### config.mk
export PLATFORM = sky130hd
export DESIGN_NAME = detect_burst_split_flat
export DESIGN_NICKNAME = d
export VERILOG_FILES = /design/src/rtl/detect_burst_split_pkg.sv /design/src/rtl/detect_burst_split_if.sv /design/src/rtl/detect_burst_split_fanout.sv /design/src/rtl/detect_burst_split.sv /design/src/flat_wrapper.sv
export SDC_FILE = /design/constraint.sdc
export NUM_CORES = 1
export LEC_CHECK = 0
export ABC_AREA = 1
export CORE_ASPECT_RATIO = 1.5
export CORE_MARGIN = 4
export CORE_UTILIZATION = 46
export CTS_CLUSTER_DIAMETER = 100
export DETAILED_ROUTE_END_ITERATION = 8
export GPL_TIMING_DRIVEN = 0
export PLACE_DENSITY = 0.75
export SLEW_MARGIN = 30
export SYNTH_ARGS = -nofsm -noshare
export SYNTH_HDL_FRONTEND = slang
export SYNTH_SLANG_ARGS = --single-unit
### constraint.sdc
create_clock -name clk -period 5.42 [get_ports clk]
set_input_delay 1.626 -clock clk [delete_from_list [all_inputs] [get_ports clk]]
set_output_delay 1.626 -clock clk [all_outputs]
set_load 0.005 [all_outputs]
### src/rtl/detect_burst_split_pkg.sv
// detect_burst_split_pkg: shared types and helpers for burst inference.
// Holds the FSM encoding, default widths and boundary math.
package detect_burst_split_pkg;

  localparam int ADDR_W         = 64;
  localparam int LEN_W          = 8;
  localparam int WAIT_W         = 4;
  localparam int NUM_LEN_OUT    = 2;
  localparam int BEAT_BYTES_LOG = 6;
  localparam int BOUNDARY_LOG   = 12;
  localparam int MAX_ADDR_W     = 64;

  typedef enum logic [1:0] {
    IDLE  = 2'd0,
    ACCUM = 2'd1,
    EMIT  = 2'd2
  } burst_state_e;

  function automatic logic [LEN_W+ADDR_W-1:0] pack_burst(
    input logic [LEN_W-1:0]  len,
    input logic [ADDR_W-1:0] addr
  );
    return {len, addr};
  endfunction

  // True when addr sits on the first byte of a boundary region.
  function automatic logic crosses_boundary(
    input logic [MAX_ADDR_W-1:0] addr,
    input int                    blog
  );
    logic [MAX_ADDR_W-1:0] mask;
    mask = (MAX_ADDR_W'(1) << blog) - MAX_ADDR_W'(1);
    return (addr & mask) == '0;
  endfunction

endpackage

### src/rtl/detect_burst_split_if.sv
// detect_burst_split_if: address-FIFO input and burst/len FIFO outputs.
// slave is the burst detector, master is the surrounding FIFO side.
interface detect_burst_split_if
  import detect_burst_split_pkg::*;
#(
  parameter int AddrWidth     = ADDR_W,
  parameter int BurstLenWidth = LEN_W,
  parameter int NumLenOutputs = NUM_LEN_OUT
);

  logic [AddrWidth-1:0]                   addr_dout;
  logic                                   addr_empty_n;
  logic                                   addr_read;
  logic [BurstLenWidth+AddrWidth-1:0]     addr_din;
  logic                                   addr_full_n;
  logic                                   addr_write;
  logic [NumLenOutputs*BurstLenWidth-1:0] burst_len_din;
  logic [NumLenOutputs-1:0]               burst_len_full_n;
  logic [NumLenOutputs-1:0]               burst_len_write;

  modport slave (
    input  addr_dout,
    input  addr_empty_n,
    output addr_read,
    output addr_din,
    input  addr_full_n,
    output addr_write,
    output burst_len_din,
    input  burst_len_full_n,
    output burst_len_write
  );

  modport master (
    output addr_dout,
    output addr_empty_n,
    input  addr_read,
    input  addr_din,
    output addr_full_n,
    input  addr_write,
    input  burst_len_din,
    output burst_len_full_n,
    input  burst_len_write
  );

endinterface

### src/rtl/detect_burst_split_fanout.sv
// burst_fanout: all-or-nothing push of one burst length
// to the address FIFO and every length consumer.
module burst_fanout
  import detect_burst_split_pkg::*;
#(
  parameter int LenWidth = LEN_W,
  parameter int NumOut   = NUM_LEN_OUT
) (
  input  logic                       en,
  input  logic [LenWidth-1:0]        len,
  input  logic                       addr_full_n,
  input  logic [NumOut-1:0]          len_full_n,
  output logic                       fire,
  output logic [NumOut*LenWidth-1:0] len_din,
  output logic [NumOut-1:0]          len_write
);

  assign fire      = en & addr_full_n & (&len_full_n);
  assign len_write = {NumOut{fire}};
  assign len_din   = {NumOut{len}};

endmodule

### src/rtl/detect_burst_split.sv
// detect_burst_split: coalesces word addresses into INCR bursts,
// closed by length cap, region boundary, idle timeout or flush.
module detect_burst_split
  import detect_burst_split_pkg::*;
#(
  parameter int AddrWidth         = ADDR_W,
  parameter int DataWidthBytesLog = BEAT_BYTES_LOG,
  parameter int WaitTimeWidth     = WAIT_W,
  parameter int BurstLenWidth     = LEN_W,
  parameter int NumLenOutputs     = NUM_LEN_OUT,
  parameter int BoundaryLog       = BOUNDARY_LOG
) (
  input  logic                     clk,
  input  logic                     rst_n,
  input  logic [WaitTimeWidth-1:0] max_wait_time,
  input  logic [BurstLenWidth-1:0] max_burst_len,
  input  logic                     flush,
  output logic                     busy,
  detect_burst_split_if.slave      bus
);

  burst_state_e state_q, state_d;

  logic [AddrWidth-1:0]     base_q, base_d;
  logic [BurstLenWidth-1:0] len_q, len_d;
  logic [WaitTimeWidth-1:0] wait_q, wait_d;

  logic [AddrWidth-1:0] beats;
  logic [AddrWidth-1:0] next_addr;
  logic                 crosses;
  logic                 close_now;
  logic                 contig;
  logic                 emit_en;
  logic                 fire;
  logic                 pop;

  assign beats     = AddrWidth'(len_q) + AddrWidth'(1);
  assign next_addr = base_q + (beats << DataWidthBytesLog);
  assign crosses   = crosses_boundary(MAX_ADDR_W'(next_addr), BoundaryLog);
  assign close_now = (len_q >= max_burst_len) | crosses;
  assign contig    = bus.addr_dout == next_addr;
  assign emit_en   = state_q == EMIT;

  burst_fanout #(
    .LenWidth (BurstLenWidth),
    .NumOut   (NumLenOutputs)
  ) u_fanout (
    .en          (emit_en),
    .len         (len_q),
    .addr_full_n (bus.addr_full_n),
    .len_full_n  (bus.burst_len_full_n),
    .fire        (fire),
    .len_din     (bus.burst_len_din),
    .len_write   (bus.burst_len_write)
  );

  assign bus.addr_write = fire;
  assign bus.addr_read  = pop;

  if (BurstLenWidth == LEN_W && AddrWidth == ADDR_W) begin : g_pack
    assign bus.addr_din = pack_burst(len_q, base_q);
  end else begin : g_cat
    assign bus.addr_din = {len_q, base_q};
  end

  // State and burst registers; reset drops any open burst.
  always_ff @(posedge clk or negedge rst_n) begin
    if (!rst_n) begin
      state_q <= IDLE;
      base_q  <= '0;
      len_q   <= '0;
      wait_q  <= '0;
    end else begin
      state_q <= state_d;
      base_q  <= base_d;
      len_q   <= len_d;
      wait_q  <= wait_d;
    end
  end

  // Next state: grow, close or restart the burst in priority order.
  always_comb begin
    state_d = state_q;
    base_d  = base_q;
    len_d   = len_q;
    wait_d  = wait_q;
    unique case (state_q)
      IDLE: begin
        if (bus.addr_empty_n) begin
          base_d  = bus.addr_dout;
          len_d   = '0;
          wait_d  = '0;
          state_d = ACCUM;
        end
      end
      ACCUM: begin
        if (close_now) begin
          state_d = EMIT;
        end else if (bus.addr_empty_n && contig) begin
          len_d  = len_q + BurstLenWidth'(1);
          wait_d = '0;
        end else if (bus.addr_empty_n) begin
          state_d = EMIT;
        end else if (flush || wait_q >= max_wait_time) begin
          state_d = EMIT;
        end else if (wait_q != '1) begin
          wait_d = wait_q + WaitTimeWidth'(1);
        end
      end
      EMIT: begin
        if (fire) begin
          if (bus.addr_empty_n) begin
            base_d  = bus.addr_dout;
            len_d   = '0;
            wait_d  = '0;
            state_d = ACCUM;
          end else begin
            state_d = IDLE;
          end
        end
      end
      default: state_d = IDLE;
    endcase
  end

  // Outputs: pop only words that start or extend a burst.
  always_comb begin
    pop  = 1'b0;
    busy = state_q != IDLE;
    unique case (state_q)
      IDLE:    pop = bus.addr_empty_n;
      ACCUM:   pop = bus.addr_empty_n & contig & ~close_now;
      EMIT:    pop = fire & bus.addr_empty_n;
      default: pop = 1'b0;
    endcase
    pop = pop & rst_n;
  end

endmodule

### src/flat_wrapper.sv
// flat-port wrapper written by rule: the top's interface ports become plain ports
module detect_burst_split_flat import detect_burst_split_pkg::*;
#(
  parameter int AddrWidth         = ADDR_W,
  parameter int DataWidthBytesLog = BEAT_BYTES_LOG,
  parameter int WaitTimeWidth     = WAIT_W,
  parameter int BurstLenWidth     = LEN_W,
  parameter int NumLenOutputs     = NUM_LEN_OUT,
  parameter int BoundaryLog       = BOUNDARY_LOG
)
  (clk, rst_n, max_wait_time, max_burst_len, flush, busy, bus_addr_dout, bus_addr_empty_n, bus_addr_read, bus_addr_din, bus_addr_full_n, bus_addr_write, bus_burst_len_din, bus_burst_len_full_n, bus_burst_len_write);
  detect_burst_split_if #(.AddrWidth(AddrWidth), .BurstLenWidth(BurstLenWidth), .NumLenOutputs(NumLenOutputs)) bus_i ();
  input  logic clk;
  input  logic rst_n;
  input  logic [WaitTimeWidth-1:0] max_wait_time;
  input  logic [BurstLenWidth-1:0] max_burst_len;
  input  logic flush;
  output logic busy;
  input wire logic [$bits(bus_i.addr_dout)-1:0] bus_addr_dout;
  input wire logic [$bits(bus_i.addr_empty_n)-1:0] bus_addr_empty_n;
  output wire logic [$bits(bus_i.addr_read)-1:0] bus_addr_read;
  output wire logic [$bits(bus_i.addr_din)-1:0] bus_addr_din;
  input wire logic [$bits(bus_i.addr_full_n)-1:0] bus_addr_full_n;
  output wire logic [$bits(bus_i.addr_write)-1:0] bus_addr_write;
  output wire logic [$bits(bus_i.burst_len_din)-1:0] bus_burst_len_din;
  input wire logic [$bits(bus_i.burst_len_full_n)-1:0] bus_burst_len_full_n;
  output wire logic [$bits(bus_i.burst_len_write)-1:0] bus_burst_len_write;
  assign bus_i.addr_dout = bus_addr_dout;
  assign bus_i.addr_empty_n = bus_addr_empty_n;
  assign bus_addr_read = bus_i.addr_read;
  assign bus_addr_din = bus_i.addr_din;
  assign bus_i.addr_full_n = bus_addr_full_n;
  assign bus_addr_write = bus_i.addr_write;
  assign bus_burst_len_din = bus_i.burst_len_din;
  assign bus_i.burst_len_full_n = bus_burst_len_full_n;
  assign bus_burst_len_write = bus_i.burst_len_write;
  detect_burst_split #(.AddrWidth(AddrWidth), .DataWidthBytesLog(DataWidthBytesLog), .WaitTimeWidth(WaitTimeWidth), .BurstLenWidth(BurstLenWidth), .NumLenOutputs(NumLenOutputs), .BoundaryLog(BoundaryLog)) u_core (.clk(clk), .rst_n(rst_n), .max_wait_time(max_wait_time), .max_burst_len(max_burst_len), .flush(flush), .busy(busy), .bus(bus_i));
endmodule
==> impl_results.md, run 1 <==
* PortBufs at 175
* WL/cell at 16.50 µm
* Vias/cell at 5.206
* Total track usage at 26.46%
* First-pass GRT wire length at 36430 µm
* Slew Limit Fails at 0
* Setup Crit Path Kind: in -> out
* Setup violators final at 0
* Count of different cell masters after synthesis at 44
* Die height at 161.1 µm
* Synth-to-layout area growth at 37.49%
* Initial antenna violation count at 0
* Hold Startpoint: u_core.base_q[6]
* Post-synth EDFFs at 0
* RePlAce Congestion at 0.9748
* Final core area utilization at 64.99%
* Hold Crit Depth at 2
* Post-detail-place hpwl at 19090 µm
* Synth Flop Type: dfrtp_1
* Final non-filler cell total at 1447
* Endpoint, Worst Hold: u_core.base_q[6]
* R2r endpoint: u_core.wait_q[2]
* Share of layout cells above drive strength 1 at 15.30%
* Clock period minus worst slack at 5.289 ns
* Post-route DRC at 0
* Register share of total power at 27.4%
* Design Power at 4.505 mW
* Placed instance count at 1416
* Total number of vias at 7533
* Pleak at 4.761 nW
* Number of max-cap violations at 0
* Total CTS buffers at 9
* CTS tree: built
* Worst Max-Slew Pin Slew at 0.6343 ns
* Core area at 15210 µm²
* Num Clock Sinks at 78
* Flops & latches, synth at 78
* Cell taking the most area after synthesis: dfrtp_1
* Die width at 110.1 µm
* Mapped Area at 7188 µm²
* Synth top area share at 27.15%
* Sw power at 1.962 mW
* Synth area leaders: dfrtp_1 (27%), nand2_1 (16%), mux2_2 (7.7%)
* Hold Path Class: reg -> reg
* Clock skew at 0.007584 ns
* Number of placed I/O pins at 176
* Total global routing overflow at 0
* R2R cell count at 26
* Cell with the most instances after synthesis: nand2_1
* Crit share post-route at 97.58%
* Net Count, Synth at 1150
* ANT cells at 0
* Iter 0 DRT Violations at 294
* Status: complete, no violations
* Critical Path, Cell by Cell: clkdlybuf4s50_1 -> inv_2 -> buf_4 -> nor2_1 -> nand2_1 -> clkbuf_1 -> buf_2 -> a21boi_2 -> buf_2
* Final Hold Viols at 0
* Required @ worst endpoint at 3.79 ns
* Crit-path slowest cell: clkbuf_1
* Switching Share at 43.56%
* Pwr dens at 455.8 nW/µm²
* Nets@finish at 1352
* Peak supply drop at 0.0002681 V
* R2R Path Start: u_core.len_q[1]
* Cells after Synth at 1041
* DRT Wirelength at 23870 µm
* Seq/Total Area, Yosys at 27.15%
* Vias in the first global route at 7349
* Crit end category: output port
* Initial core utilization at 47.26%
* CTS root buffer: clkbuf_16
* Most frequent CP cell: buf_2
* F_max at 0.1891 GHz
* Row count at 55
* Die ar. at 17730 µm²
* Clock Path Buffers at 2
* YS warnings at 0
* Worst-path fanout max at 10
* Register-to-Register Setup Slack at 1.74 ns
* Int Pwr at 2.543 mW
* Synth top cells by count: nand2_1 (306), inv_1 (135), nor2_1 (108), nand3_1 (80), dfrtp_1 (78)
* Worst-skew pair later-pin latency at 0.35 ns
* Comb pwr share at 56.2%
* Largest net degree at the start of global routing at 50
* Final ANT Viol Nets at 0
* Asr flop ratio synth at 100.0%
* RSZ-0062 raised after global routing: yes
* Clock power share at 16.4%
* CTS clock-pin slew for the worst setup and hold paths at 0.06 ns
* H-tree levels at 3
* Avg Cell Area, Syn at 6.905 µm²
* CP peak stage delay at 0.49 ns
* Startpoint Class: input port
* Slew HR at 57.71%
* Worst Path Arrival at 3.66 ns
* DR pass1 iterations at 5
[through the flow]
stage	TNS (ns)	cell area, µm²	setup WS [ns]	hold WS [ns]
2_1_floorplan	0	7188	0.7151	0.5031
3_3_place_gp	-17.65	9189	-1.880	0.5056
5_1_grt	-0.02438	9883	-0.02438	0.5651
3_5_place_dp	-0.4820	9218	-0.4820	0.5108
6_report	0	9883	0.1309	0.5292
4_1_cts	0	9704	0.01752	0.5255
[power by group through the flow]
stage / logic (mW) / registers (mW) / clock network (mW)
after floorplan: 1.39 / 1.18 / 0
after CTS: 2.50 / 1.23 / 0.751
final: 2.53 / 1.23 / 0.739
after detailed placement: 2.45 / 1.24 / 0
after global routing: 2.79 / 1.28 / 0.774
after global placement: 2.41 / 1.23 / 0
[worst max-delay path: cells and delay by family]
kind                   cells  cell delay, ns
AOI/OAI and AO/OA          1            0.09
and+or+nand+nor            2            0.28
buffers and inverters      6            1.66
[worst max path at each step]
stage                           startpoint            end  slack [ns]  depth (start not counted)
final                     bus_addr_empty_n  bus_addr_read        0.13                          9
after global routing       u_core.len_q[1]  bus_addr_read       -0.02                         21
after CTS                 bus_addr_dout[0]  bus_addr_read        0.02                         18
after detailed placement  bus_addr_empty_n  bus_addr_read       -0.48                          8
after global placement               rst_n  bus_addr_read       -1.88                          3
after floorplan            u_core.len_q[1]  bus_addr_read        0.72                         21
[cells in the final DEF, fill, tap and decap left out, types with 5 or more instances in the layout]
cell             instances
nand2_1                299
clkdlybuf4s50_1        166
inv_1                  131
nor2_1                 104
nand3_1                 76
dfrtp_1                 73
mux2_2                  49
xor2_1                  48
nand4_1                 39
buf_4                   33
o21ai_0                 23
ha_1                    19
nand2_2                 17
nand3b_1                15
xnor2_1                 12
nor2_2                  11
nor2_4                  10
nand3_2                  9
a21oi_1                  9
clkbuf_16                9
nor3_1                   8
clkbuf_1                 8
nand2_4                  7
dlymetal6s2s_1           7
a21oi_2                  5
dfrtp_2                  5
[logic make-up after synthesis]
group,Yosys count,share of synthesized area [%]
adder cells (fa/ha/maj),26,4.630
multiplexers,49,7.676
AO/OA/AOI/OAI,55,4.509
XOR/XNOR,61,7.433
flip-flops,78,27.15
buffers and inverters,167,9.974
AND/OR/NAND/NOR,605,38.63
[final cells by class]
type,instances,area [µm²]
buffer,31,207.7
inverter,136,510.5
sequential,78,1958
fill,1417,5325
timing repair buffer,191,1906
tap,199,249.0
clock buffer,9,225.2
clock inverter,7,127.6
multi-input combinational,796,4700
[registers in the layout (all words and copies together) (netlist names)]
signal / flops
u_core.base_q: 64
u_core.len_q: 8
u_core.state_q: 2
u_core.wait_q: 4
[repair_timing]
action,in CTS,in global routing
hold buffers,0,0
endpoints found under the setup margin,1,1
pin swaps,7,23
cloned,0,0
gates resized for setup,29,34
buffers inserted,7,8
[per-layer routing]
layer / wire length (µm) / vias to the layer above / track usage [%]
li1: - / 3731 / -
met1: 8518 / 3442 / 27.86
met2: 12760 / 286 / 49.78
met3: 1290 / 74 / 3.639
met4: 1302 / 0 / 12.88
met5: 0 / - / 0
(Power assumes the default switching activity.)
==> inputs of run 2 (changes only) <==
--- a/config.mk
+++ b/config.mk
@@ -13,7 +13,6 @@
 export DETAILED_ROUTE_END_ITERATION = 8
 export GPL_TIMING_DRIVEN = 0
 export PLACE_DENSITY = 0.75
-export SLEW_MARGIN = 30
 export SYNTH_ARGS = -nofsm -noshare
 export SYNTH_HDL_FRONTEND = slang
 export SYNTH_SLANG_ARGS = --single-unit
==> constraint.sdc (replaced) <==
create_clock -name clk -period 5.8 [get_ports clk]
set_input_delay 1.74 -clock clk [delete_from_list [all_inputs] [get_ports clk]]
set_output_delay 1.74 -clock clk [all_outputs]
set_load 0.005 [all_outputs]
==> impl_results.md, run 2 (synthesis gave the netlist of run 1 again) <==
* Peak supply drop at 0.0002491 V (was 0.0002681 V)
* Final Hold Viols at 0 (unchanged)
* Iter 0 DRT Violations at 298 (was 294)
* Crit share post-route at 96.21%
* Row count at 55 (unchanged)
* Startpoint Class: flip-flop (was input port)
* Hold Path Class: reg -> reg (unchanged)
* Die width at 110.1 µm (unchanged)
* Crit-path slowest cell: dfrtp_2 (was clkbuf_1)
* Initial core utilization at 47.26% (unchanged)
* Worst Path Arrival at 3.84 ns (was 3.66 ns)
* Post-detail-place hpwl at 19090 µm (about the same)
* Status: complete, no violations (unchanged)
* Most frequent cells in the layout: nand2_1 (303), clkdlybuf4s50_1 (169), inv_1 (134) (was nand2_1 (299), clkdlybuf4s50_1 (166), inv_1 (131))
* Vias/cell at 5.165 (was 5.206)
* CTS clock-pin slew for the worst setup and hold paths at 0.07 ns (was 0.06 ns)
* Share of layout cells above drive strength 1 at 12.92% (was 15.30%)
* Commonest non-fill, non-tap cell in the layout: nand2_1 (unchanged)
* RSZ-0062 raised after global routing: no (was yes)
* Post-route DRC at 0 (unchanged)
* Final core area utilization at 63.69% (was 64.99%)
* Clock period minus worst slack at 5.580 ns
* Placed instance count at 1416 (unchanged)
* Clock Path Buffers at 2 (unchanged)
* Worst-skew pair later-pin latency at 0.35 ns (about the same)
* CTS root buffer: clkbuf_16 (unchanged)
* Slew Limit Fails at 0 (unchanged)
* Critical Path, Cell by Cell: nand3_1 -> nand3b_1 -> nor2_1 -> nand2_1 -> xor2_2 -> ha_1 -> nand2_1 -> nand2_1 -> inv_1 -> o21ai_2 -> nand2_1 -> a21oi_4 -> nor2_1 -> nor2_1 -> nand2_1 -> nor2_1 -> nand2_1 -> nor2_4 -> nand4_4 -> a21boi_2 -> buf_2 (was clkdlybuf4s50_1 -> inv_2 -> buf_4 -> nor2_1 -> nand2_1 -> clkbuf_1 -> buf_2 -> a21boi_2 -> buf_2)
* Total number of vias at 7422 (was 7533)
* Initial antenna violation count at 0 (unchanged)
* Crit end category: output port (unchanged)
* CP peak stage delay at 0.44 ns (was 0.49 ns)
* Max reg flops at 64 (unchanged)
* Nets@finish at 1342 (was 1352)
* R2R cell count at 23 (was 26)
* Final ANT Viol Nets at 0 (unchanged)
* Most frequent CP cell: nand2_1 (was buf_2)
* Pwr dens at 429.2 nW/µm² (was 455.8 nW/µm²)
* Hold_ws at 0.5334 ns (was 0.5292 ns)
* Vias in the first global route at 7279 (was 7349)
* Fill cells at 1440 (was 1417)
* CTS tree: built (unchanged)
* Pleak at 4.628 nW (was 4.761 nW)
* Setup violators final at 0 (unchanged)
* First-pass GRT wire length at 36160 µm (was 36430 µm)
* Setup TNS at 0 ns (unchanged)
* Hold Startpoint: u_core.base_q[14] (was u_core.base_q[6])
* Die height at 161.1 µm (unchanged)
* H-tree levels at 3 (unchanged)
* DR pass1 iterations at 5 (unchanged)
* Core area at 15210 µm² (unchanged)
* Endpoint, Worst Hold: u_core.base_q[14] (was u_core.base_q[6])
* Largest regs: u_core.base_q: 64 flops, u_core.len_q: 8 flops, u_core.wait_q: 4 flops (unchanged)
* Most flop-heavy register: u_core.base_q (unchanged)
* Setup Crit Path Kind: reg -> out (was in -> out)
* Number of max-cap violations at 0 (unchanged)
* Required @ worst endpoint at 4.06 ns (was 3.79 ns)
* F_max at 0.1792 GHz
* Register-to-Register Setup Slack at 2.02 ns (was 1.74 ns)
* Worst-path fanout max at 7 (was 10)
* Total track usage at 26.26% (was 26.46%)
* Hold Crit Depth at 1 (was 2)
* Worst Max-Slew Pin Slew at 0.6392 ns (was 0.6343 ns)
* Die ar. at 17730 µm² (unchanged)
* Final non-filler cell total at 1437 (was 1447)
* ANT cells at 0 (unchanged)
* Num Clock Sinks at 78 (unchanged)
* R2R Path Start: u_core.len_q[1] (unchanged)
* Slew HR at 57.39% (was 57.71%)
* Number of placed I/O pins at 176 (unchanged)
* RePlAce Congestion at 0.9748 (unchanged)
* WL/cell at 16.24 µm (was 16.50 µm)
* PortBufs at 175 (unchanged)
* Synth-to-layout area growth at 34.74% (was 37.49%)
* Post-DP Area at 9214 µm² (was 9218 µm²)
* DRT Wirelength at 23340 µm (was 23870 µm)
* Cts hold-fix bufs at 0 (unchanged)
* Total CTS buffers at 9 (unchanged)
* Clock skew at 0.007789 ns (was 0.007584 ns)
* R2r endpoint: u_core.wait_q[2] (unchanged)
* Total global routing overflow at 0 (unchanged)
* Final Cell Area at 9686 µm² (was 9883 µm²)
* Largest net degree at the start of global routing at 50 (unchanged)
==> run 2: cell types whose count changed in the layout (fill, tap and decap cells not counted), moves of 3 or more <==
cell             change
dlymetal6s2s_1       -3
buf_4                -9
ha_2                 -3
nor2_1               +3
nand2_1              +4
ha_1                 +5
inv_1                +3
inv_2                -3
clkdlybuf4s50_1      +3
==> run 2: area by class of cell <==
| type | count | area [µm²] | area share [%] |
|---|---|---|---|
| Tap cell | 199 | 249.0 | 2.571 |
| Clock inverter | 7 | 127.6 | 1.318 |
| Multi-Input combinational cell | 796 | 4591 | 47.40 |
| Buffer | 31 | 207.7 | 2.144 |
| Inverter | 136 | 510.5 | 5.271 |
| Timing Repair Buffer | 181 | 1819 | 18.78 |
| Sequential cell | 78 | 1956 | 20.19 |
| Clock buffer | 9 | 225.2 | 2.325 |
==> run 2: worst max path at each step <==
stage,from,end,slack [ns],depth (start not counted)
4_1_cts,bus_addr_dout[0],bus_addr_read,0.1,18
3_5_place_dp,bus_addr_empty_n,bus_addr_read,-0.33,8
5_1_grt,u_core.len_q[1],bus_addr_read,0.0003,21
3_3_place_gp,rst_n,bus_addr_read,-1.73,3
2_1_floorplan,max_burst_len[3],bus_addr_read,0.94,10
6_report,u_core.len_q[1],bus_addr_read,0.22,21
==> run 2: report_power, final <==
group	internal [mW]	leakage, nW	switching, mW
Clock	0.428	0.173	0.264
Sequential	0.790	0.942	0.364
Combinational	1.13	3.51	1.18
==> run 2: worst max-delay path: cells and delay by family (launching register included) <==
family | cells | cell delay [ns]
buffers and inverters | 2 | 0.22
AOI/OAI and AO/OA | 3 | 0.56
and+or+nand+nor | 14 | 1.74
xor gates and xnor gates | 1 | 0.18
DFF | 1 | 0.44
adders and majority gates | 1 | 0.32
==> run 2: through the flow <==
step	total power [mW]	setup WS, ns
3_3_place_gp	3.400	-1.728
3_5_place_dp	3.444	-0.3300
5_1_grt	4.470	0.0002820
2_1_floorplan	2.401	0.9441
6_report	4.157	0.2200
4_1_cts	4.159	0.09861
==> run 2: what timing repair did <==
item,4_1_cts,5_1_grt
setup buffers,2,3
setup endpoints to repair,1,1
gates resized for setup,12,19
pin swaps,1,9
==> run 2: per-layer routing <==
| metal | vias up | global-route usage (%) | part of all wire, % |
|---|---|---|---|
| met5 | - | 0 | 0 |
| met4 | 0 | 13.27 | 5.5 |
| li1 | 3716 | - | - |
| met2 | 242 | 49.12 | 53 |
| met3 | 70 | 3.599 | 4.6 |
| met1 | 3394 | 27.69 | 37 |
==> inputs of run 3 (changes only) <==
--- a/config.mk
+++ b/config.mk
@@ -6,13 +6,13 @@
 export NUM_CORES = 1
 export LEC_CHECK = 0
 export ABC_AREA = 1
-export CORE_ASPECT_RATIO = 1.5
 export CORE_MARGIN = 4
 export CORE_UTILIZATION = 46
 export CTS_CLUSTER_DIAMETER = 100
 export DETAILED_ROUTE_END_ITERATION = 8
+export DONT_BUFFER_PORTS = 1
 export GPL_TIMING_DRIVEN = 0
-export PLACE_DENSITY = 0.75
+export HOLD_SLACK_MARGIN = 0.06
 export SYNTH_ARGS = -nofsm -noshare
 export SYNTH_HDL_FRONTEND = slang
 export SYNTH_SLANG_ARGS = --single-unit
==> impl_results.md, run 3 (synthesis gave the netlist of run 1 again) <==
* Status: complete, no violations (unchanged)
* ANT cells at 0 (unchanged)
* Die height at 133.0 µm (was 161.1 µm)
* R2R Path Start: u_core.len_q[1] (unchanged)
* Most flop-heavy register: u_core.base_q (unchanged)
* Slew HR at 53.58% (was 57.39%)
* Initial core utilization at 47.11% (was 47.26%)
* Slew Limit Fails at 0 (unchanged)
* Worst-skew pair later-pin latency at 0.35 ns (about the same)
* CTS clock-pin slew for the worst setup and hold paths at 0.06 ns (was 0.07 ns)
* Sw power at 1.648 mW (was 1.807 mW)
* H-tree levels at 3 (unchanged)
* CTS root buffer: clkbuf_16 (unchanged)
* Clock Path Buffers at 2 (unchanged)
* Num Clock Sinks at 78 (unchanged)
* Largest net degree at the start of global routing at 80 (was 50)
* Vias in the first global route at 6290 (was 7279)
* Register share of total power at 34.1% (was 27.8%)
* Pwr dens at 451.2 nW/µm² (was 429.2 nW/µm²)
* Number of placed I/O pins at 176 (unchanged)
* Fill cells at 1552 (was 1440)
* PortBufs at 0 (was 175)
* RePlAce Congestion at 0.9150 (was 0.9748)
* Crit end category: output port (unchanged)
* Iter 0 DRT Violations at 470 (was 298)
* CTS tree: built (unchanged)
* Hold Path Class: reg -> reg (unchanged)
* Final ANT Viol Nets at 0 (unchanged)
* Int Pwr at 1.913 mW (was 2.349 mW)
* Die ar. at 17690 µm² (was 17730 µm²)
* Total number of vias at 6686 (was 7422)
* Worst Max-Slew Pin Slew at 0.6964 ns (was 0.6392 ns)
* Crit share post-route at 93.96% (was 96.21%)
* CP endpoint: bus_addr_read (unchanged)
* Post-detail-place hpwl at 17190 µm (was 19090 µm)
* Row count at 45 (was 55)
* Total track usage at 23.81% (was 26.26%)
* DR pass1 iterations at 5 (unchanged)
* Worst-path fanout max at 10 (was 7)
* Most frequent cells in the layout: nand2_1 (302), inv_1 (135), nor2_1 (107) (was nand2_1 (303), clkdlybuf4s50_1 (169), inv_1 (134))
* Switching Share at 46.28% (was 43.48%)
* Setup violators final at 0 (unchanged)
* R2r endpoint: u_core.len_q[1] (was u_core.wait_q[2])
* Peak supply drop at 0.0002388 V (was 0.0002491 V)
* RSZ-0062 raised after global routing: no (unchanged)
* Commonest non-fill, non-tap cell in the layout: nand2_1 (unchanged)
* Worst Path Arrival at 3.71 ns (was 3.84 ns)
* Core area at 15260 µm² (was 15210 µm²)
* Setup TNS at 0 ns (unchanged)
* Number of max-cap violations at 0 (unchanged)
* WL/cell at 16.82 µm (was 16.24 µm)
* Total CTS buffers at 9 (unchanged)
* Cts hold-fix bufs at 0 (unchanged)
* Pleak at 3.887 nW (was 4.628 nW)
* Register-to-Register Setup Slack at 2.06 ns (was 2.02 ns)
* Final Hold Viols at 0 (unchanged)
* Final core area utilization at 51.73% (was 63.69%)
* Nets@finish at 1163 (was 1342)
* Die width at 133.0 µm (was 110.1 µm)
* Clock skew at 0.005530 ns (was 0.007789 ns)
* Post-route DRC at 0 (unchanged)
* Initial antenna violation count at 0 (unchanged)
* Required @ worst endpoint at 4.06 ns (about the same)
* Max reg flops at 64 (unchanged)
* Share of layout cells above drive strength 1 at 13.98% (was 12.92%)
* Total global routing overflow at 0 (unchanged)
* Clock power share at 19.3% (was 16.6%)
* Largest regs: u_core.base_q: 64 flops, u_core.len_q: 8 flops, u_core.wait_q: 4 flops (unchanged)
* DRT Wirelength at 21360 µm (was 23340 µm)
* Clock period minus worst slack at 5.450 ns (was 5.580 ns)
* Setup Crit Path Kind: reg -> out (unchanged)
* Comb pwr share at 46.6% (was 55.6%)
* F_max at 0.1835 GHz (was 0.1792 GHz)
* First-pass GRT wire length at 33310 µm (was 36160 µm)
* Startpoint Class: flip-flop (unchanged)
* Vias/cell at 5.265 (was 5.165)
* Synth-to-layout area growth at 9.800% (was 34.74%)
* Critical Path Start: u_core.len_q[1] (unchanged)
* R2R cell count at 26 (was 23)
==> run 3: cell types whose count changed in the layout (fill, tap and decap cells not counted), sizes merged <==
cell,before,now
buf,31,25
clkdlybuf4s50,169,0
dlymetal6s2s,4,0
clkbuf,17,21
clkinv,2,1
inv,138,135
==> run 3: repair_timing <==
action,CTS,global route
pin swaps,0,3
setup endpoints to repair,1,1
buffers inserted,0,2
gates resized for setup,1,18
endpoints found under the hold margin,0,0
==> run 3: worst min-delay path by stage <==
stage                                  from                 to  slack, ns  cells after the start
after floorplan           u_core.base_q[10]  u_core.base_q[10]       0.50                      2
after global placement     u_core.base_q[6]   u_core.base_q[6]       0.53                      2
after detailed placement   u_core.base_q[9]   u_core.base_q[9]       0.54                      2
after CTS                  u_core.base_q[9]   u_core.base_q[9]       0.55                      2
after global routing       u_core.base_q[6]   u_core.base_q[6]       0.57                      2
final                      u_core.base_q[6]   u_core.base_q[6]       0.55                      2
==> run 3: cell type report <==
cell class              count  area (µm²)  area share [%]
plain buffers              31       206.4           2.616
clock buffers              13       260.3           3.297
clock inverters             3       90.09           1.141
inverters                 136       510.5           6.468
multi-input cells         796        4591           58.16
flip-flops and latches     78        1956           24.78
well taps                 211       264.0           3.345
repair buffers              2       15.01          0.1902
==> run 3: power groups by stage <==
stage,Sequential (mW),Clock (mW),Combinational [mW]
final,1.21,0.688,1.66
after CTS,1.22,0.702,1.65
after global placement,1.22,0,1.62
after floorplan,1.10,0,1.30
after detailed placement,1.23,0,1.64
after global routing,1.27,0.724,1.87
==> run 3: critical path, stage by stage, from the launching register on <==
cell and delay [ns]:
dfrtp_2 0.44, ha_1 0.21, nand3_1 0.14, nor3b_2 0.27, xnor2_1 0.15, inv_1 0.11
ha_1 0.31, nand2_1 0.07, nand2_1 0.06, inv_1 0.09, nand2_1 0.10, inv_1 0.06
nand2_1 0.05, nand2_1 0.11, nand2_4 0.12, nand2_1 0.08, o21ai_0 0.07, nor2_1 0.09
nand3_1 0.12, nor2_1 0.14, nand2_2 0.09, nor2_4 0.15, nand4_4 0.14, a21boi_2 0.17
==> run 3: metrics by stage <==
step / hold slack, ns / power [mW] / instance area [µm²] / worst slack, ns / cells
detailed placement: 0.5392 / 2.873 / 7452 / 0.3123 / 1252
global route: 0.5722 / 3.865 / 7893 / 0.02201 / 1270
CTS: 0.5543 / 3.574 / 7807 / 0.01588 / 1268
global placement: 0.5325 / 2.847 / 7452 / 0.3197 / 1252
finish: 0.5450 / 3.561 / 7893 / 0.3504 / 1270
floorplan: 0.5031 / 2.401 / 7188 / 0.9441 / 1041
==> run 3: layer usage <==
| layer | wire [µm] | track usage [%] | vias to the layer above |
|---|---|---|---|
| li1 | - | - | 3353 |
| met3 | 1555 | 4.753 | 33 |
| met4 | 568 | 8.545 | 0 |
| met5 | 0 | 0 | - |
| met1 | 8806 | 29.43 | 3066 |
| met2 | 10430 | 41.14 | 234 |
==> edit 1, RTL diff (flow settings as in run 3) <==
Change the package constant `LEN_W` from 8 to 4.
--- a/src/rtl/detect_burst_split_pkg.sv
+++ b/src/rtl/detect_burst_split_pkg.sv
@@ -5,3 +5,3 @@
   localparam int ADDR_W         = 64;
-  localparam int LEN_W          = 8;
+  localparam int LEN_W          = 4;
   localparam int WAIT_W         = 4;
Ports: changed (resized bus_addr_din, bus_burst_len_din and max_burst_len); port bits go from 176 to 160. No check against the original RTL was run, so the function may have changed too.
==> edit 1 against run 3 <==
Synthesized area fell by 5.8%. Highest routed layer unchanged. Power fell by 6.4%. Synthesized cell count rose by 2.2%. Global-route usage rose by 2.6 points. Design area fell by 7.1%. Setup slack got worse by 0.060 ns. Wire length rose by 2.9%. Sequential cell count fell by 4.
==> edit 1: results (changes against run 3) <==
Final layout
  • Fill cell instance count of the final layout: 1547 (-0.32%)
  • Count of buffers not belonging to the clock network in the layout: 25 (-24%)
  • Fraction of area in registers: 0.252 (+0.00465)
  • Proportion of layout cells with a drive suffix above 1: 0.103 (-0.0372)
  • Largest regs: u_core.base_q: 64 flops, u_core.len_q: 4 flops, u_core.wait_q: 4 flops
  • Total number of sequential cells: 74 (-5.1%)
  • Area taken by flip-flops and latches: 1850 um2 (-5.3%)
  • Relative area change from synthesis to final layout: 8.37%
  • Final standard cell count with taps included and fillers excluded: 1266 (-0.31%)
  • Non-clock buffer share of cell area: 0.0205 (-0.00759)
  • Non-clock inverter instance count of the final layout: 121 (-11%)
  • Footprint of the multi-input gates: 4340 um2 (-5.4%)
  • Layout net count: 1173 (+0.86%)

Clock network
  • Count of cells resized by post-cts repair: 0 (-1)

Min path
  • Endpoint of the worst hold-timing path: u_core.wait_q[1]
  • HP Start: u_core.wait_q[1]

Timing
  • Skew final: 0.00559 ns (+0.0000637 ns)
  • Final hold slack: 0.545 ns (-0.0000120 ns)
  • Transition at the pin with the smallest max-transition slack: 0.812 ns (+0.115 ns)

Routing
  • Met2 routed wirelength: 10.2 mm (-2.1%)
  • Wire length the detailed router placed on met1: 9.53 mm (+8.2%)
  • DR WL met3: 1.74 mm (+12%)
  • First-iteration detailed-routing DRC count: 428 (-8.9%)

Placed design
  • Worst setup slack after placement: 0.482 ns (+0.170 ns)
  • DP Wirelength: 17.8 mm (+3.6%)
  • Post-detailed-placement cell area: 7000 um2 (-6.1%)

Global route
  • Pin count of the biggest net entering global routing: 76 (-5.0%)
  • Via count of the first global-routing pass: 6251 (-0.62%)
  • Global-route track usage on met3: 0.0581 (+0.0106)
  • Met1 Usage GRT: 0.343 (+0.0488)
  • Wire length of the first global-routing pass: 33.6 mm (+0.87%)
  • GR Util All Layers: 0.264 (+0.0263)

Status
  • Result of the run: finished clean

Synth
  • Register area share after synthesis: 0.274 (+0.00203)
  • Leading cell types by total area after synthesis: dfrtp_1 (27%), nand2_1 (21%), nor2_1 (6.9%), nand3_1 (6.7%), inv_1 (6.7%)
  • List of most frequent post-synthesis cells: nand2_1 (387), nor2_1 (124), inv_1 (120)
  • Number of distinct library cell variants in the gate-level netlist after synthesis: 40 (-9.1%)

Worst setup path
  • Worst stage delay on the critical path: 0.46 ns (+0.02 ns)
  • Reg2Reg Setup Slack: 2.02 ns (-0.04 ns)

Power
  • Worst vdd rail ir drop: 0.207 mV (-13%)
## edit 1: how the worst max path moves through the flow
stage | end | slack [ns]
2_1_floorplan | bus_addr_read | 1.02
3_3_place_gp | bus_addr_read | 0.47
3_5_place_dp | bus_addr_read | 0.48
4_1_cts | bus_addr_read | 0.1
5_1_grt | bus_addr_read | 0.03
6_report | bus_addr_read | 0.29
## edit 1: kinds of logic after synthesis
group                      share of synthesized area
buffers and inverters                         0.0860
adders and majority gates                     0.0307
and+or+nand+nor                                0.469
muxes                                         0.0449
xor gates and xnor gates                      0.0401
DFF                                            0.274
AOI/OAI and AO/OA                             0.0555
## edit 1: power by group through the flow
stage	clock network [mW]	logic [mW]	registers, mW
floorplan	0	1.19	1.07
global placement	0	1.49	1.24
detailed placement	0	1.50	1.24
CTS	0.599	1.51	1.23
global route	0.622	1.73	1.28
finish	0.592	1.52	1.22
==> edit 2, RTL diff (flow settings as in run 3) <==
Made on the original files. Encoding of `burst_state_e`: now one-hot (3 bits for 3 states).
--- a/src/rtl/detect_burst_split_pkg.sv
+++ b/src/rtl/detect_burst_split_pkg.sv
@@ -12,6 +12,6 @@
 
-  typedef enum logic [1:0] {
-    IDLE  = 2'd0,
-    ACCUM = 2'd1,
-    EMIT  = 2'd2
+  typedef enum logic [2:0] {
+    IDLE  = 3'b001,
+    ACCUM = 3'b010,
+    EMIT  = 3'b100
   } burst_state_e;
Behaviour: same outputs for any inputs over 4 cycles, from zero or initial values and one cycle with rst_n low; so few cycles prove little.
==> edit 2 against run 3 <==
Power up 8.7%. Sequential cell count up 1. Wire length up 22%. Synthesized area up 10%. Non-clock buffer count up 16. Design area up 13%. Fmax down 2.7%. Setup slack worse by 0.15 ns.
==> edit 2: results (changes against run 3) <==
Status
  • Result of the run: finished clean

Routing
  • Highest routed layer: met4
  • DR WL met3: 2.18 mm (+40%)
  • Routed vias: 7926 (+19%)
  • Met2 routed wirelength: 12.2 mm (+17%)
  • Wire length the detailed router placed on met1: 11.2 mm (+27%)
  • Detailed-route wire length: 26.2 mm (+22%)
  • First-iteration detailed-routing DRC count: 518 (+10%)

Final layout
  • Layout net count: 1367 (+18%)
  • Fill cell instance count of the final layout: 1713 (+10%)
  • Proportion of layout cells with a drive suffix above 1: 0.158 (+0.0178)

Worst setup path
  • Launch instance of the worst register-to-register path: u_core.len_q[0]
  • Worst Path Max Fanout: 7 (-3)
  • Reg2Reg Setup Slack: 1.92 ns (-0.14 ns)
  • Worst stage delay on the critical path: 0.47 ns (+0.03 ns)
  • Reg2reg path depth: 28 (+7.7%)
  • Total buffers and inverters traversed by the critical path: 5 (+2)

Min path
  • Endpoint of the worst hold-timing path: u_core.state_q[1]
  • HP Start: u_core.state_q[1]
  • Worst hold path stage count: 2 (unchanged)

Timing
  • Transition at the pin with the smallest max-transition slack: 0.659 ns (-0.0374 ns)
  • Skew final: 0.00647 ns (+0.000938 ns)

Synth
  • Yosys warns: 0 (unchanged)
  • List of most frequent post-synthesis cells: nand2_1 (392), inv_1 (181), nor2_1 (141)
  • Leading cell types by total area after synthesis: dfrtp_1 (25%), nand2_1 (19%), inv_1 (8.6%), mux2_2 (6.8%), nor2_1 (6.7%)
  • Register area share after synthesis: 0.249 (-0.0223)
  • Number of distinct library cell variants in the gate-level netlist after synthesis: 47 (+6.8%)
  • Net count of the mapped netlist: 1340 (+17%)

Power
  • Worst vdd rail ir drop: 0.258 mV (+7.9%)
  • Reported leakage power: 4.54 nW (+17%)

Global route
  • Pin count of the biggest net entering global routing: 81 (+1.3%)
  • Via count of the first global-routing pass: 7374 (+17%)
  • Global-route track usage on met3: 0.0552 (+0.00770)
  • Met2 demand-to-capacity share in global routing: 0.432 (+0.0204)
  • GR Util All Layers: 0.260 (+0.0221)
  • Met1 Usage GRT: 0.343 (+0.0487)
  • Wire length of the first global-routing pass: 40.1 mm (+20%)

Placed design
  • Placer's final routability congestion estimate: 0.949 (+3.7%)
  • DP Wirelength: 21.1 mm (+23%)

Clock network
  • Clock insertion delay at the later pin of the skew report: 0.36 ns
## edit 2: changes by cell type after synthesis, moves of 5 or more
cell | run 3 | this run
nand2_1 | 306 | 392
inv_1 | 135 | 181
nor2_1 | 108 | 141
nor3_1 | 8 | 20
xnor2_1 | 12 | 19
xor2_1 | 49 | 43
nand3_1 | 80 | 85
nand4_1 | 39 | 44
## edit 2: cell type report
class	count	area share
inverter	186	0.0784
clock inverter	4	0.00630
multi-input combinational	933	0.593
tap	220	0.0308
buffer	34	0.0271
timing repair buffer	15	0.0165
clock buffer	12	0.0264
sequential	79	0.222
## edit 2: cells by family after synthesis
family                     count (synthesis)  share of synthesized area
buffers and inverters                    220                      0.117
AOI/OAI and AO/OA                         53                     0.0383
DFF                                       79                      0.249
muxes                                     48                     0.0681
adders and majority gates                 26                     0.0419
xor gates and xnor gates                  63                     0.0705
and+or+nand+nor                          742                      0.415
## edit 2: power by group
part / internal [mW] / switching [mW] / leakage [nW]
Sequential: 0.800 / 0.426 / 0.960
Combinational: 0.799 / 1.26 / 3.44
Clock: 0.337 / 0.252 / 0.141
## edit 2: stage by stage
stage                     setup TNS [ns]  hold WS, ns  setup slack (ns)  cell area [um2]  std cells
after floorplan                        0        0.486             0.799             7940       1231
after global placement                 0        0.523           0.00957             8210       1451
after detailed placement               0        0.523            0.0226             8210       1451
after CTS                              0        0.539            0.0254             8570       1468
after global routing             -0.0295        0.604           -0.0295             8940       1483
final                                  0        0.544             0.201             8940       1483
## edit 2: timing repair
action / in CTS / in global routing
pin swaps: 4 / 23
resized for setup: 14 / 54
setup buffers: 1 / 12
cloned: 0 / 3
setup endpoints to repair: 1 / 1
## edit 2: worst min-delay path: cells and delay by family (launching register included)
family | cells | cell delay, ns
flops | 1 | 0.40
simple gates | 2 | 0.12
